### src/rtl/alu_pkg.sv
// alu_pkg
// Shared definitions for the RV32I execute-stage ALU.
// Contents:
//   XLEN     - datapath width (32).
//   SHAMT_W  - width of the shift amount (5).
//   ALU_*    - 4-bit operation codes, encoded as {funct7[5], funct3}.
//   shift_kind_e - direction and fill mode selector for alu_shifter.
package alu_pkg;

  localparam int XLEN    = 32;
  localparam int SHAMT_W = 5;

  // Operation codes. The MSB is funct7[5], so that SUB and SRA sit directly
  // above ADD and SRL and decoding straight from the instruction is trivial.
  localparam logic [3:0] ALU_ADD  = 4'b0000;
  localparam logic [3:0] ALU_SUB  = 4'b1000;
  localparam logic [3:0] ALU_SLL  = 4'b0001;
  localparam logic [3:0] ALU_SLT  = 4'b0010;
  localparam logic [3:0] ALU_SLTU = 4'b0011;
  localparam logic [3:0] ALU_XOR  = 4'b0100;
  localparam logic [3:0] ALU_SRL  = 4'b0101;
  localparam logic [3:0] ALU_SRA  = 4'b1101;
  localparam logic [3:0] ALU_OR   = 4'b0110;
  localparam logic [3:0] ALU_AND  = 4'b0111;

  // Shifter mode. Left shifts reuse the right-shift network on a
  // bit-reversed operand, so only the fill bit differs between the two
  // right-shift modes.
  typedef enum logic [1:0] {
    SHIFT_LL = 2'b00,
    SHIFT_RL = 2'b01,
    SHIFT_RA = 2'b10
  } shift_kind_e;

  // Reverse the bit order of a datapath word.
  function automatic logic [XLEN-1:0] bit_reverse(input logic [XLEN-1:0] value);
    logic [XLEN-1:0] reversed;
    reversed = '0;
    for (int i = 0; i < XLEN; i++) begin
      reversed[i] = value[XLEN-1-i];
    end
    return reversed;
  endfunction

endpackage

### src/rtl/alu_shifter.sv
// alu_shifter
// Combinational 5-stage barrel shifter covering SLL, SRL and SRA.
// Ports:
//   data_in  [XLEN-1:0]    value to shift (operand A)
//   shamt    [SHAMT_W-1:0] shift amount, 0..31
//   kind     shift_kind_e  left logical / right logical / right arithmetic
//   data_out [XLEN-1:0]    shifted value
module alu_shifter
  import alu_pkg::*;
(
  input  logic [XLEN-1:0]    data_in,
  input  logic [SHAMT_W-1:0] shamt,
  input  shift_kind_e        kind,
  output logic [XLEN-1:0]    data_out
);

  logic [SHAMT_W:0][XLEN-1:0] stage;
  logic                       fill;

  // Left shifts are done as right shifts of the bit-reversed word, then
  // reversed back on the way out; this keeps one shifting network. Only an
  // arithmetic right shift fills with the sign bit.
  always_comb begin
    stage[0] = (kind == SHIFT_LL) ? bit_reverse(data_in) : data_in;
    fill     = (kind == SHIFT_RA) & data_in[XLEN-1];
  end

  // Stage i shifts right by 2**i when shamt[i] is set.
  for (genvar i = 0; i < SHAMT_W; i++) begin : g_stage
    localparam int STEP = 1 << i;
    assign stage[i+1] = shamt[i] ? {{STEP{fill}}, stage[i][XLEN-1:STEP]}
                                 : stage[i];
  end

  always_comb begin
    data_out = (kind == SHIFT_LL) ? bit_reverse(stage[SHAMT_W]) : stage[SHAMT_W];
  end

endmodule

### src/rtl/riscv_alu.sv
// riscv_alu
// Combinational 32-bit integer ALU for the RV32I execute stage.
// Ports:
//   clk    in   1     pipeline clock, present for interface uniformity only
//   reset  in   1     async active-high reset, present for uniformity only
//   a      in   32    operand A (rs1 / PC)
//   b      in   32    operand B (rs2 / immediate); shifts use b[4:0]
//   op     in   4     operation select {funct7[5], funct3}
//   result out  32    operation result (0 for undefined op codes)
//   zero   out  1     result == 0
//   equal  out  1     a == b, independent of op
module riscv_alu
  import alu_pkg::*;
(
  input  logic            clk,
  input  logic            reset,
  input  logic [XLEN-1:0] a,
  input  logic [XLEN-1:0] b,
  input  logic [3:0]      op,
  output logic [XLEN-1:0] result,
  output logic            zero,
  output logic            equal
);

  logic            sub_en;
  logic [XLEN-1:0] b_operand;
  logic [XLEN:0]   sum;
  logic            slt_bit;
  logic            sltu_bit;
  shift_kind_e     shift_kind;
  logic [XLEN-1:0] shift_out;

  // The block holds no state, so clock and reset are only tied off here.
  logic unused_ports;
  assign unused_ports = &{1'b0, clk, reset};

  // One shared adder serves ADD, SUB, SLT and SLTU. Subtraction is a + ~b + 1
  // on a 33-bit path, so bit 32 is the carry out and its inverse is the
  // borrow of a - b.
  always_comb begin
    sub_en = 1'b0;
    case (op)
      ALU_SUB, ALU_SLT, ALU_SLTU: sub_en = 1'b1;
      default:                    sub_en = 1'b0;
    endcase
    b_operand = sub_en ? ~b : b;
    sum       = {1'b0, a} + {1'b0, b_operand} + {{XLEN{1'b0}}, sub_en};
  end

  // Signed compare: with differing signs the negative operand is smaller;
  // with equal signs the difference cannot overflow, so its sign bit is
  // the answer. Unsigned compare is simply the borrow.
  always_comb begin
    slt_bit  = (a[XLEN-1] ^ b[XLEN-1]) ? a[XLEN-1] : sum[XLEN-1];
    sltu_bit = ~sum[XLEN];
  end

  // Select the shifter mode; every non-shift op parks it in logical right.
  always_comb begin
    shift_kind = SHIFT_RL;
    case (op)
      ALU_SLL: shift_kind = SHIFT_LL;
      ALU_SRA: shift_kind = SHIFT_RA;
      default: shift_kind = SHIFT_RL;
    endcase
  end

  alu_shifter u_shifter (
    .data_in  (a),
    .shamt    (b[SHAMT_W-1:0]),
    .kind     (shift_kind),
    .data_out (shift_out)
  );

  // Final result mux; undefined codes drive zero so outputs never go X.
  always_comb begin
    result = '0;
    case (op)
      ALU_ADD,
      ALU_SUB:  result = sum[XLEN-1:0];
      ALU_SLT:  result = {{(XLEN-1){1'b0}}, slt_bit};
      ALU_SLTU: result = {{(XLEN-1){1'b0}}, sltu_bit};
      ALU_SLL,
      ALU_SRL,
      ALU_SRA:  result = shift_out;
      ALU_XOR:  result = a ^ b;
      ALU_OR:   result = a | b;
      ALU_AND:  result = a & b;
      default:  result = '0;
    endcase
  end

  // Flags: zero follows the selected result, equal is a plain operand compare.
  always_comb begin
    zero  = (result == '0);
    equal = (a == b);
  end

endmodule

### config.mk
export PLATFORM = sky130hd
export DESIGN_NAME = riscv_alu
export DESIGN_NICKNAME = d
export VERILOG_FILES = /design/src/rtl/alu_pkg.sv /design/src/rtl/alu_shifter.sv /design/src/rtl/riscv_alu.sv
export SDC_FILE = /design/constraint.sdc
export NUM_CORES = 1
export LEC_CHECK = 0
export BUFFER_PORTS_ARGS = -buffer_cell sky130_fd_sc_hd__buf_2
export CORE_ASPECT_RATIO = 0.8
export CORE_MARGIN = 2
export CORE_UTILIZATION = 38
export DETAILED_ROUTE_END_ITERATION = 10
export SYNTH_ARGS = -nofsm -noshare
export SYNTH_HDL_FRONTEND = slang
export SYNTH_SLANG_ARGS = --single-unit
### constraint.sdc
create_clock -name vclk -period 11.3
set_input_delay 1.695 -clock vclk [all_inputs]
set_output_delay 1.695 -clock vclk [all_outputs]
set_load 0.05 [all_outputs]
Yosys cells after proc, flatten, opt, wreduce, memory -nomap -nowiden:

Index checks and enable logic that the tools add are counted.

* bits in registers: 0
* bits of input ports: 70
* output and inout bits: 34
* word-level logic and storage cells: 38

* $add $sub $neg: 2
* equal/unequal tests: 11
* multiplexer cells: 12
* bitwise logic cells: 7
* reductions and logical operators: 6

Operator list (number)
* $mux W32: 8
* $pmux W32 S7: 1
* $add A32 B32 Y33: 1
* $add A33 B1 Y33: 1
* $and A32 B32 Y32: 1
* $eq A32 B32 Y1: 1
* $logic_not A32 Y1: 1
* $not A32 Y32: 1
* $or A32 B32 Y32: 1
* $xor A32 B32 Y32: 1
* $eq A4 B3 Y1 const B: 4
* $eq A4 B2 Y1 const B: 2
* $eq A4 B4 Y1 const B: 2
* $reduce_or A3 Y1: 2
* $eq A4 B1 Y1 const B: 1
* $logic_not A4 Y1: 1
* $pmux W2 S2: 1
* $eq A2 B2 Y1 const B: 1
* $logic_not A2 Y1: 1
* $mux W1: 2
* $reduce_or A2 Y1: 1
* $and A1 B1 Y1: 1
* $not A1 Y1: 1
* $xor A1 B1 Y1: 1

Longest topological paths before layout:

Gate-level depths: netlist of run 1.

* depth after elaboration: 12
* gate-level depth with buffers: 18
* gate-level depth less buffers: 15

Hierarchy:

From an unflattened synthesis of run 1, not the netlist that was laid out.

* cell total of the unflattened synthesis: 1045
* area total of the unflattened synthesis: 7586.0 um2

Modules (own cells, without submodules)
* riscv_alu: instances 1, cells each 688, area an instance 4734.5 um2, seq. area each 0.0 um2
* alu_shifter: instances 1, cells each 357, area an instance 2851.5 um2, seq. area each 0.0 um2

Worst setup path before layout of run 1:

Ideal clock, no wire load.

* path kind: input to output
* from: input op[0]
* to: output zero
* arrival: 7251 ps
* required time: 9605 ps
* setup slack: 2354 ps
* stages on the path: 17
* path buffers: 2
* cells stage by stage: buf_4 -> or3b_1 -> a21oi_1 -> clkbuf_1 -> xnor2_1 -> fa_1 -> a21o_1 -> a221oi_1 -> o21a_1 -> a21oi_1 -> o21ai_0 -> a211oi_1 -> a211oi_1 -> mux2i_1 -> o2111ai_1 -> nor3_1 -> nor4b_2

* cells in the longest elaborated chain, start to end: 12
* elaborated cells between the ends (all ways): 32
* those cells by class: add/sub: 2; eq/ne: 10; mux: 12; bitwise: 2; reduce/logical: 6

RTL lines
* start, declared: line riscv_alu.sv:19 `input logic [3:0] op,`
* branches (longest 10 deep; another with $add A32 B32 Y33)
* $pmux W32 S7 *: line riscv_alu.sv:78 `case (op)`
* net result[28]: line riscv_alu.sv:20 `output logic [XLEN-1:0] result,`
* $logic_not A32 Y1 *: line riscv_alu.sv:95 `zero = (result == '0);`
* end, declared: line riscv_alu.sv:21 `output logic zero,`

Mark *: on every way through the listed nets, which the timed path passes.

Worst setup path after layout of run 1:

* from: input op[3]
* to: output zero

* cells in the longest elaborated chain, start to end: 12
* elaborated cells between the ends (all ways): 32
* those cells by class: add/sub: 2; eq/ne: 10; mux: 12; bitwise: 2; reduce/logical: 6

RTL lines (line)
* branches (longest 10 deep; another with $add A32 B32 Y33)
* $pmux W32 S7 *: riscv_alu.sv:78
* $logic_not A32 Y1 *: riscv_alu.sv:95

Every way passes the cells marked *.

==> results of run 1 <==
[cells in the mapped netlist (5+ instances only)]
library cell  instances
o22ai_1              15
a31oi_1              11
a2111oi_0             6
a22o_1                6
nand2b_1              9
nand2_1              80
o32ai_1               5
and3_1                6
a211oi_1             14
o31ai_1               7
nor4_1               14
o21a_1                5
clkbuf_1             50
nor2_1               92
nor2b_1               6
buf_1                12
nor3_1               26
o211ai_1             21
or3_1                11
a221oi_1             19
xor2_1                6
or2_2                 6
inv_1                74
nand3_1              34
a21oi_1              73
mux2i_1              33
a211o_1              10
mux4_2               29
a22oi_1              24
o221ai_1              5
ha_1                 95
a21o_1               17
o21ai_0              77
and2_1                6
nand4_1              15
o21bai_1              5
xnor2_1              44
buf_2                 6
[path summary, 6_finish.rpt]
path	startpoint	to	slack, ps	cells after the start
setup / recovery	op[3]	zero	2280	18
hold / removal	b[31]	result[31]	4060	5
[per-layer routing]
metal	track usage [%]	vias up	wire (um)
li1	-	4052	-
met1	50.5	4215	15200
met2	47.8	643	14000
met3	9.43	64	4750
met4	8.80	0	1130
met5	0	-	0
[layout by cell type (no fill, tap or decap), types with 7 or more instances in the layout]
cell,netlist,layout
a211oi_1,14,14
xnor2_1,44,44
ha_1,95,95
mux2i_1,33,33
inv_1,74,74
nand3_1,34,34
or3_1,11,11
o31ai_1,7,7
a21o_1,17,17
nor3_1,26,24
a31oi_1,11,11
o22ai_1,15,15
a221oi_1,19,19
nand4_1,15,15
o211ai_1,21,21
nor4_1,14,13
nor2_1,92,92
o21ai_0,77,77
mux4_2,29,29
a22oi_1,24,24
buf_4,3,17
a211o_1,10,10
buf_2,6,102
nand2_1,80,80
a21oi_1,73,72
nand2b_1,9,9
[logic make-up after synthesis]
logic type      Yosys count
compound gates          355
buf+inv                 149
simple gates            330
mux                      63
fa+ha+maj                96
xor+xnor                 50
[power groups by stage]
stage	registers [W]	logic, W	clock network [W]
2_1_floorplan	0	0.000353	0
3_3_place_gp	0	0.000508	0
3_5_place_dp	0	0.000507	0
4_1_cts	0	0.000509	0
5_1_grt	0	0.000559	0
6_report	0	0.000527	0
[per-stage QoR]
step	setup WS (ps)	util (%)	power, W	hold WS [ps]
finish	2280	42.1	0.000527	4060
global route	2050	42.1	0.000559	4100
CTS	2400	42.1	0.000509	4050
detailed placement	2430	42.1	0.000507	4040
global placement	2420	42.1	0.000508	4060
floorplan	2350	-	0.000353	3840
[tightest hold or removal path: stages]
cell,delay (ps)
buf_2,90
ha_1,140
a221oi_1,70
o211ai_1,90
buf_2,270
[area by class of cell]
| type | instances | area [um^2] | area share (%) |
|---|---|---|---|
| Timing Repair Buffer | 119 | 638 | 8.04 |
| Inverter | 76 | 285 | 3.59 |
| Multi-Input combinational cell | 894 | 6690 | 84.3 |
| Tap cell | 258 | 323 | 4.07 |
==> impl_summary.txt, run 1 <==
----------------------------------------------------
[Critical path]
  Biggest fanout along the worst timing path ... 29
  Classification of the worst setup path ... primary input to output pin
  Family of cells with the greatest summed delay on the critical path ... compound AO/OA/AOI/OAI gates
  Endpoint type of the worst setup path ... output pin
  Worst path cell trace ... buf_2 > or3b_1 > a21oi_4 > buf_4 > xnor2_1 > ha_1 > a21o_1 > a221oi_1 > o21a_1 > a21oi_1 > o21ai_0 > a211oi_1 > a211oi_1 > mux2i_1 > o2111ai_1 > nor3_1 > nor4b_2 > buf_2
  Startpoint types ... primary input
  CP max stage delay ... around 670 ps
  Buf+Inv Stages, Crit Path ... 3
  Data required time of the worst path ... just under 10000 ps
  Cell type of the slowest stage on the worst timing path ... o21ai_0
  Worst path arrival time ... 7330 ps

[Power]
  Power per cell area ... roughly 66 nW/um^2
  Net Sw Frac ... around two thirds
  Fraction of power consumed by sequential logic ... 0%
  Leakage Power ... ~3.5 nW
  Switching power ... between 0.0003 and 0.0004 W
  Internal Pwr Total ... approximately 0.00017 W
  Combinational cell fraction of total power ... 100.0%
  Peak VDD IR ... around 0.041 mV
  Fraction of power consumed by the clock network ... 0%

[Synth]
  Proportion of synthesized chip area in sequential cells ... 0%
  Post-synthesis compound-gate area fraction ... 32.8%
  Post-synthesis mux area share ... between 10% and 20%
  Share of synthesized cell area in and, or, nand and nor gates ... between 20 and 25%
  Count of warnings emitted by yosys ... 0
  Mapped Avg Cell Area ... around 7 um^2
  Post-synth top area share ... 16.4%
  Adder-cell share of the synthesized area ... 16.7%
  Gate count after technology mapping ... 1043
  Largest family of logic cells by synthesized area ... compound AO/OA/AOI/OAI gates
  Synth Area in XOR/XNOR ... between 6 and 7%
  Largest area contributor in the netlist ... ha_1
  Cell Area, Synth ... around 7200 um^2
  Biggest area contributors in the synthesized netlist ... ha_1 16%, mux4_2 9.0%, o21ai_0 5.3%
  Number of distinct library cell variants in the gate-level netlist after synthesis ... between 70 and 80
  Number of nets produced by synthesis ... approximately 1200

[Floorplan]
  Std-Cell Rows ... 45
  Core Area ... about 19000 um^2
  Number of top-level pins ... around 100
  Die width ... approximately 160 um
  Die height ... approximately 130 um
  Area enclosed by the die boundary ... between 20000 and 25000 um^2
  Initial core utilization ... between 30% and 40%

[Timing]
  Worst slew pin tran ... 1030 ps
  Share of the clock period used by the worst path ... between 70% and 80%
  Worst max-slew margin expressed relative to the limit ... between 30% and 40%
  Number of pins with negative max-slew slack in the final report ... 0
  RSZ-0062 raised after global routing ... no
  Maximum operating frequency ... 111 MHz
  Final TNS setup ... 0 ps
  Final Hold Viols ... 0
  Setup Viol. Count Final ... 0
  Minimum clock period ... 9020 ps

[Finish]
  Seq. cell area ... 0 um^2
  Seq_cells ... 0
  Antenna diode count ... 0
  Ratio of cells with drive above 1 in the final layout ... between 15 and 20%
  Area growth syn-to-layout ... 9.51%
  Layout Nets ... 1257
  Layout Cells excl Fill ... between 1000 and 1500
  Fillcell total ... 2052
  Clock buffer cells ... 0
  Non-Filler Cell Area, Final ... ~8000 um^2

[CTS]
  Post_cts resized ... 0
  Hold bufs inserted after CTS ... 0
  Buffers inserted by post-CTS timing repair ... 0

[Run status]
  Status ... finished clean

[GRT]
  Global-route wire length before repair ... between 50000 and 60000 um
  Maximum number of pins on one net before global-route repair ... 36
  Number of global-route vias before repair ... 8105
  Initial antenna violation count ... 2
  Total global routing overflow ... 0
  Aggregate global-route resource usage ... roughly a third

[Detailed routing]
  Detailed Routing Iterations Pass 1 ... 6
  Final routed wirelength across all metal layers ... between 30000 and 40000 um
  Starting DRT DRC Count ... roughly 1300
  Total via count after detailed routing ... approximately 9000
  Post-DR wirelength/cell ... ~26 um
  Detail Route Antenna Nets ... 0
  Via-per-instance ratio ... around 6.7
  DRC violation count after routing ... 0

[Hold path]
  Type of the most critical hold path ... primary input to output pin

[Place]
  Placed cells ... approximately 1300
  RePlAce Congestion ... 1.08
  HPWL after detailed placement ... about 28000 um
  Count of input and output buffers ... 102
  Area of placed instances ... roughly 7900 um^2

[Run]
  Max-cap check violation count ... 0

----------------------------------------------------
No activity file was read; power rests on OpenSTA's default activity.
==> run 2: changes to the inputs <==
Clock period 11.3 ns to 8 ns, I/O delays scaled along.
==> impl_summary.txt, run 2 (synthesized netlist as in run 1, its figures left out) <==
----------------------------------------------------
[GRT]
  Initial antenna violation count ... 1 (-1)
  Aggregate global-route resource usage ... 34.7% (+0.64 points)
  Global-route wire length before repair ... 52600 um (+2.1%)
  Number of global-route vias before repair ... 8215 (+1.4%)
  Total global routing overflow ... 0 (unchanged)
  Maximum number of pins on one net before global-route repair ... 35 (-2.8%)

[Critical path]
  Startpoint types ... primary input
  Endpoint type of the worst setup path ... output pin
  Most numerous cell on the critical path ... a21oi_1
  Cell type of the slowest stage on the worst timing path ... or4_1
  Biggest fanout along the worst timing path ... 13 (-55%)
  Data required time of the worst path ... 6800 ps (-2810 ps)
  CP max stage delay ... 530 ps (-140 ps)
  Worst path cell trace ... buf_2 > or3b_1 > a21oi_4 > buf_4 > xnor2_1 > ha_1 > a21oi_1 > o211ai_1 > a21oi_1 > a21oi_1 > xnor2_1 > nor2_1 > a211o_1 > or4_1 > nor4_1 > nand4_1 > nor4b_2 > buf_2
  Worst path arrival time ... 6280 ps (-1050 ps)
  Classification of the worst setup path ... primary input to output pin

[Timing]
  Number of pins with negative max-slew slack in the final report ... 0 (unchanged)
  RSZ-0062 raised after global routing ... no
  Setup Viol. Count Final ... 0 (unchanged)
  Worst max-slew margin expressed relative to the limit ... 30.4% (-0.79 points)
  Share of the clock period used by the worst path ... 93.5%
  Final Hold Viols ... 0 (unchanged)
  Maximum operating frequency ... between 100 and 150 MHz
  Final TNS setup ... 0 ps (unchanged)
  Worst slew pin tran ... 1040 ps (+11.8 ps)
  Minimum clock period ... about 7500 ps

[CTS]
  Hold bufs inserted after CTS ... 0 (unchanged)
  Post_cts resized ... 0 (unchanged)
  Buffers inserted by post-CTS timing repair ... 0 (unchanged)

[Place]
  Area of placed instances ... 8070 um^2 (+1.7%)
  Count of input and output buffers ... 102 (unchanged)
  RePlAce Congestion ... 1.05 (-2.7%)
  HPWL after detailed placement ... 28700 um (+3.5%)

[Detailed routing]
  Detailed Routing Iterations Pass 1 ... 6 (unchanged)
  Detail Route Antenna Nets ... 0 (unchanged)
  Via-per-instance ratio ... 6.67 (about the same)
  Total via count after detailed routing ... 9108 (+1.5%)
  DRC violation count after routing ... 0 (unchanged)
  Starting DRT DRC Count ... 1064 (-20%)
  Post-DR wirelength/cell ... 26.0 um (-0.16%)
  Final routed wirelength across all metal layers ... 35600 um (+1.3%)

[Floorplan]
  Die height ... 128 um (unchanged)
  Area enclosed by the die boundary ... 20200 um^2 (unchanged)
  Die width ... 158 um (unchanged)
  Core Area ... 18900 um^2 (unchanged)
  Std-Cell Rows ... 45 (unchanged)
  Initial core utilization ... 38.4% (unchanged)
  Number of top-level pins ... 104 (unchanged)

[Finish]
  Seq_cells ... 0 (unchanged)
  Seq. cell area ... 0 um^2 (unchanged)
  Most frequent standard cell in the layout excluding fill and tap cells ... buf_2
  Area growth syn-to-layout ... 11.4%
  Leading cell types in the layout, fill and taps excluded ... 102 x buf_2, 95 x ha_1, 92 x nor2_1, 80 x nand2_1, 77 x o21ai_0
  Clock buffer cells ... 0 (unchanged)
  Ratio of cells with drive above 1 in the final layout ... 16.8% (+1.4 points)
  Fillcell total ... 2046 (-0.29%)
  Non-Filler Cell Area, Final ... 8080 um^2 (+1.7%)
  Layout Nets ... 1275 (+1.4%)

[Run]
  Max-cap check violation count ... 0 (unchanged)

[Hold path]
  Type of the most critical hold path ... primary input to output pin

[Run status]
  Status ... finished clean

----------------------------------------------------
[run 2: changes by cell type in the layout (fill, tap and decap cells not counted)]
cell,change
diode_2,+1
buf_4,+18
[run 2: stage by stage]
step / std cells / setup slack [ps] / utilization (%) / hold slack (ps)
floorplan: 1043 / 44.0 / - / 2850
finish: 1366 / 520 / 42.8 / 3080
global placement: 1365 / 585 / 42.8 / 3070
detailed placement: 1365 / 572 / 42.8 / 3080
CTS: 1365 / 532 / 42.8 / 3080
global route: 1365 / 202 / 42.8 / 3150
[run 2: worst paths after layout]
check | start | to | slack [ps] | cells after the start
worst max-delay path | op[3] | zero | 520 | 18
worst min-delay path | b[31] | result[31] | 3080 | 5
[run 2: cell type report]
type / count / area [um^2] / area share (%)
tap: 258 / 323 / 4.00
timing repair buffer: 137 / 773 / 9.57
inverter: 76 / 285 / 3.53
antenna: 1 / 2.50 / 0.0310
multi-input combinational: 894 / 6690 / 82.9
[run 2: critical path, delay by kind of cell]
kind	cells	cell delay, ps
AO/OA/AOI/OAI	6	1560
AND/OR/NAND/NOR	6	2010
XOR/XNOR	2	300
buffers and inverters	3	900
adder cells (fa/ha/maj)	1	330
[run 2: metal layers]
layer | vias to the layer above | part of all wire (%) | routed length [um] | GRT usage [%]
met5 | - | 0 | 0 | 0
li1 | 4092 | - | - | -
met2 | 609 | 40 | 14200 | 48.9
met4 | 0 | 3.1 | 1120 | 9.59
met1 | 4350 | 43 | 15500 | 51.4
met3 | 57 | 14 | 4820 | 8.99
